<file path="config.mk">
export PLATFORM = sky130hd
export DESIGN_NAME = fifo_write_arbiter
export DESIGN_NICKNAME = d
export VERILOG_FILES = /design/src/rtl/fifo_ctrl_pkg.sv /design/src/rtl/fifo_write_arbiter_rr_pick.sv /design/src/rtl/fifo_write_arbiter.sv
export SDC_FILE = /design/constraint.sdc
export NUM_CORES = 1
export LEC_CHECK = 0
export ABC_AREA = 0
export BUFFER_PORTS_ARGS = -buffer_cell sky130_fd_sc_hd__buf_2
export CAP_MARGIN = 20
export CORE_UTILIZATION = 49
export CTS_CLUSTER_SIZE = 28
export DETAILED_ROUTE_END_ITERATION = 10
export PLACE_DENSITY_LB_ADDON = 0.2
export SYNTH_ARGS = -nofsm -noshare
export SYNTH_HDL_FRONTEND = slang
export SYNTH_SLANG_ARGS = --single-unit
</file>
<file path="constraint.sdc">
create_clock -name clk -period 2.92 [get_ports clk]
set_clock_uncertainty 0.15 [all_clocks]
set_input_delay 0.146 -clock clk [delete_from_list [all_inputs] [get_ports clk]]
set_output_delay 0.146 -clock clk [all_outputs]
set_load 0.03 [all_outputs]
</file>
<file path="src/rtl/fifo_ctrl_pkg.sv">
// Shared definitions for the fifo control blocks: FSM state encoding and
// width helpers for requester indices and counters.
package fifo_ctrl_pkg;

  typedef enum logic {
    IDLE  = 1'b0,
    GRANT = 1'b1
  } state_e;

  // Ceiling log2 that is usable in constant expressions (port and parameter widths).
  function automatic int clog2(input int n);
    int r;
    r = 0;
    for (int v = 1; v < n; v = v * 2) r++;
    return r;
  endfunction

  // Width of an index into n items, never less than one bit.
  function automatic int idx_width(input int n);
    return (n <= 1) ? 1 : clog2(n);
  endfunction

  localparam int NREQ_DEF  = 4;
  localparam int DSIZE_DEF = 4;
  localparam int BURST_DEF = 4;

endpackage

</file>
<file path="src/rtl/fifo_write_arbiter_rr_pick.sv">
// Combinational round-robin picker: returns the first requester at or after
// rr_ptr, wrapping from NREQ-1 back to 0.
module rr_pick
  import fifo_ctrl_pkg::*;
#(
  parameter int NREQ = NREQ_DEF,
  parameter int IW   = idx_width(NREQ)
) (
  input  logic [NREQ-1:0] req,
  input  logic [IW-1:0]   rr_ptr,
  output logic            valid,
  output logic [IW-1:0]   idx
);

  int          cand;
  logic [IW-1:0] cand_idx;

  // Scan offsets from farthest to nearest so the closest hit to rr_ptr is the last one written.
  always_comb begin
    // NOTE: outputs and loop temporaries get a value before any conditional use, so no latch is inferred.
    valid    = 1'b0;
    idx      = '0;
    cand     = 0;
    cand_idx = '0;
    for (int k = NREQ - 1; k >= 0; k--) begin
      cand = int'(rr_ptr) + k;
      if (cand >= NREQ) cand = cand - NREQ;
      cand_idx = IW'(cand);
      if (req[cand_idx]) begin
        valid = 1'b1;
        idx   = cand_idx;
      end
    end
  end

endmodule

</file>
<file path="src/rtl/fifo_write_arbiter.sv">
// Burst-granted round-robin arbiter for the single write port of the async
// fifo. One owner at a time gets up to BURST beats; an IDLE cycle separates
// grants so the next owner is chosen from a stable request vector.
module fifo_write_arbiter
  import fifo_ctrl_pkg::*;
#(
  parameter int NREQ  = NREQ_DEF,
  parameter int DSIZE = DSIZE_DEF,
  parameter int BURST = BURST_DEF
) (
  input  logic                       clk,
  input  logic                       rst,
  input  logic [NREQ-1:0]            req,
  input  logic [NREQ*DSIZE-1:0]      data,
  output logic [NREQ-1:0]            ack,
  input  logic                       full,
  output logic                       winc,
  output logic [DSIZE-1:0]           wdata,
  output logic [idx_width(NREQ)-1:0] gnt_id,
  output logic                       busy
);

  localparam int             IW     = idx_width(NREQ);
  localparam int             BW     = idx_width(BURST + 1);
  localparam logic [BW-1:0]  LAST   = BW'(BURST - 1);
  localparam logic [IW-1:0]  MAX_ID = IW'(NREQ - 1);

  state_e           state_q, state_d;
  logic [IW-1:0]    rr_ptr_q, rr_ptr_d;
  logic [BW-1:0]    beat_cnt_q, beat_cnt_d;
  logic [IW-1:0]    gnt_id_q, gnt_id_d;
  logic             pick_valid;
  logic [IW-1:0]    pick_idx;
  logic [IW-1:0]    next_ptr;
  logic             wr;
  logic [DSIZE-1:0] beats [NREQ];

  rr_pick #(.NREQ(NREQ), .IW(IW)) u_rr_pick (
    .req    (req),
    .rr_ptr (rr_ptr_q),
    .valid  (pick_valid),
    .idx    (pick_idx)
  );

  // Unpack the flat data bus into one beat per requester for the owner mux.
  always_comb begin
    for (int i = 0; i < NREQ; i++) beats[i] = data[i*DSIZE +: DSIZE];
  end

  assign next_ptr = (gnt_id_q == MAX_ID) ? '0 : gnt_id_q + 1'b1;

  // Next-state logic: arbitrate in IDLE, accept/stall/release beats in GRANT.
  always_comb begin
    state_d    = state_q;
    rr_ptr_d   = rr_ptr_q;
    beat_cnt_d = beat_cnt_q;
    gnt_id_d   = gnt_id_q;
    wr         = 1'b0;
    unique case (state_q)
      IDLE: begin
        if (pick_valid) begin
          gnt_id_d   = pick_idx;
          beat_cnt_d = '0;
          state_d    = GRANT;
        end
      end
      GRANT: begin
        wr = req[gnt_id_q] & ~full;
        if (wr) begin
          if (beat_cnt_q == LAST) begin
            state_d  = IDLE;
            rr_ptr_d = next_ptr;
          end else begin
            beat_cnt_d = beat_cnt_q + 1'b1;
          end
        end else if (!req[gnt_id_q]) begin
          state_d  = IDLE;
          rr_ptr_d = next_ptr;
        end
      end
      default: state_d = IDLE;
    endcase
  end

  // State registers with synchronous reset; a mid-burst reset abandons the burst.
  always_ff @(posedge clk) begin
    // NOTE: non-blocking assignments so every register updates from pre-edge values.
    if (rst) begin
      state_q    <= IDLE;
      rr_ptr_q   <= '0;
      beat_cnt_q <= '0;
      gnt_id_q   <= '0;
    end else begin
      state_q    <= state_d;
      rr_ptr_q   <= rr_ptr_d;
      beat_cnt_q <= beat_cnt_d;
      gnt_id_q   <= gnt_id_d;
    end
  end

  // Write-port outputs are forced quiet while rst is high, before the reset edge lands.
  always_comb begin
    ack           = '0;
    ack[gnt_id_q] = wr & ~rst;
    winc          = wr & ~rst;
    wdata         = rst ? '0 : beats[gnt_id_q];
    busy          = (state_q == GRANT) & ~rst;
  end

  assign gnt_id = gnt_id_q;

endmodule

</file>
==> out/metrics.yaml <==
outcome:
  status: "finished clean"
route:
  wl_um: 1560
  viasPerCell: 5.57
  first_iter_violations: 11
  drc_errors: 0
  vias: 707
  ant_nets: 0
  drt_first_pass_iters: 3
  wl_per_cell_um: 12.3
power_and_ir_drop:
  leakagePower_nw: 0.425
  ir_drop_mv: 0.259
  power.density_nw_per_um2: 343
synth:
  synth-seq-cells: 8
  synth_cell_types: 32
  synth.area.top_cells: "dfxtp_1, mux4_1, ha_1"
  synth_warnings: 0
  netlist_area_um2: 749
  syn-num-nets: 108
  yosysSeqAreaShare_pct: 21.4
  syn_area_per_cell_um2: 9.49
  synth_cells: 79
  yosysTopAreaCellShare_pct: 21.4
  synth_top_cell_by_area: "dfxtp_1"
setup_path:
  setup.worst_path.start_class: "register"
  crit_type: "reg -> out"
  crit_required_ps: 2620
  cp_max_fo: 12
  crit_arrival_ps: 2000
  cp-end-kind: "output pin"
sta:
  worst-slew-pin-transition_ps: 457
  finalCritPeriodShare_pct: 78.5
  fmax_ghz: 0.436
  drv_slew: 0
  setup_viol: 0
  rsz0062_at_grt: "no"
  relSlewSlack_pct: 69.5
  hold_viol: 0
  fin_crit_ps: 2290
  setup_tns_ps: 0
die:
  rows: 13
  die_h_um: 41.1
  pin_count: 35
  core_area_um2: 1370
  die_w_um: 41.1
  start_util_pct: 54.9
  dieArea_um2: 1690
placement:
  placed_area_um2: 907
  placed_cells: 124
  dpl.hpwl_um: 1260
  portBuffers: 34
  place_congestion: 0.778
clock_network:
  ctsResizeCount: 0
  cts_tree: "yes"
  cts_buffers: 3
  path_clk_slew_ps: 60
  ctsHoldBuffers: 0
  ctsLongestPathBuffers: 2
  htreeDepth: 1
  root_buffer: "clkbuf_4"
  clk_latency_ps: 250
  postCtsSetupRepairBufs: 0
  cts_sinks: 8
finish:
  fin_area_um2: 930
  drive_gt1_share_pct: 37.5
  mostFrequentLayoutCell: "buf_2"
  final_cell_count_no_fill: 127
  nets: 143
  finalCoreUtilization_pct: 68.0
  n_antenna_cell: 0
  area_growth_pct: 24.0
  layout_common_cells: "buf_2, nor2b_1, dfxtp_1, a21oi_1, ha_1"
global_routing:
  antenna_found_initial: 0
  grt_pass1_wl_um: 2620
  grt_max_degree: 18
  gr-usage-all-layers_pct: 23.1
  grt_pass1_vias: 613
  grt-ovfl-total: 0
worst_hold_path:
  hp-class: "in -> reg"
flow_run:
  drv_cap: 0
power breakdown:
group	internal (W)	switching (W)	total, W
Combinational	0.0000514	0.0000541	0.000105
Sequential	0.000116	0.0000126	0.000128
Clock	0.0000471	0.0000379	0.0000849
Total	0.000214	0.000105	0.000319
flip-flops by register name, summed over array words and instances (netlist names):
name	flops
gnt_id	2
rr_ptr_q	2
beat_cnt_q	3
state_q	1
metrics by stage:
step	hold slack (ps)	setup slack, ps	total power, W
5_1_grt	99.6	515	0.000343
3_5_place_dp	315	889	0.000236
6_report	74.3	629	0.000319
3_3_place_gp	305	930	0.000233
2_1_floorplan	175	858	0.000205
4_1_cts	67.5	609	0.000322
cell type report:
type / count / area [um2]
Multi-Input combinational cell: 63 / 543
Inverter: 4 / 15.0
Fill cell: 123 / 437
Timing Repair Buffer: 34 / 170
Clock buffer: 3 / 22.5
Tap cell: 15 / 18.8
Sequential cell: 8 / 160
final timing paths:
kind | from | endpoint | slack (ps) | depth (start not counted)
max | gnt_id[1]$_SDFFE_PP0P_ | ack[0] | 630 | 4
min | full | beat_cnt_q[1]$_SDFFE_PP0P_ | 70 | 4
max reg2reg | beat_cnt_q[0]$_SDFFE_PP0P_ | rr_ptr_q[0]$_SDFFE_PP0P_ | 990 | 6
min reg2reg | beat_cnt_q[2]$_SDFFE_PP0P_ | beat_cnt_q[2]$_SDFFE_PP0P_ | 320 | 2
kinds of logic (layout without fill, tap and decap cells):
logic type      Yosys count  count (layout)  synth area share [%]
compound gates           14              14                  11.2
fa+ha+maj                 6               6                  10.0
buf+inv                   8              41                  6.18
flops                     8               8                  21.4
mux                      10              10                  23.9
simple gates             33              33                  27.4
cells in the mapped netlist, drive strengths merged:
cell type	count
nand2b	3
nor4	1
nor2	1
o21bai	1
and4bb	1
clkbuf	1
a31oi	1
nor3b	2
nand3	4
a21o	1
nor2b	8
a21boi	1
mux2	1
or2	3
or3	1
buf	3
o211ai	1
and2	4
nand2	2
inv	4
nor3	3
o31ai	1
ha	6
mux2i	4
dfxtp	8
mux4	5
o21ai	2
a21oi	6
metal layers:
layer  global-route usage [%]  vias to the layer above  routed length, um  part of all wire (%)
met1                     28.7                      332                710                    45
met3                     8.15                        0                 66                   4.2
li1                         -                      356                  -                     -
met4                    0.806                        0                  0                     0
met2                     40.2                       19                784                    50
met5                        0                        -                  0                     0
worst max-delay path, stage by stage (launching register included):
cell	delay, ps
dfxtp_1	600
mux4_2	590
and4bb_4	230
and2_1	150
buf_2	170
Note: power is estimated with default switching activity, not from simulation.
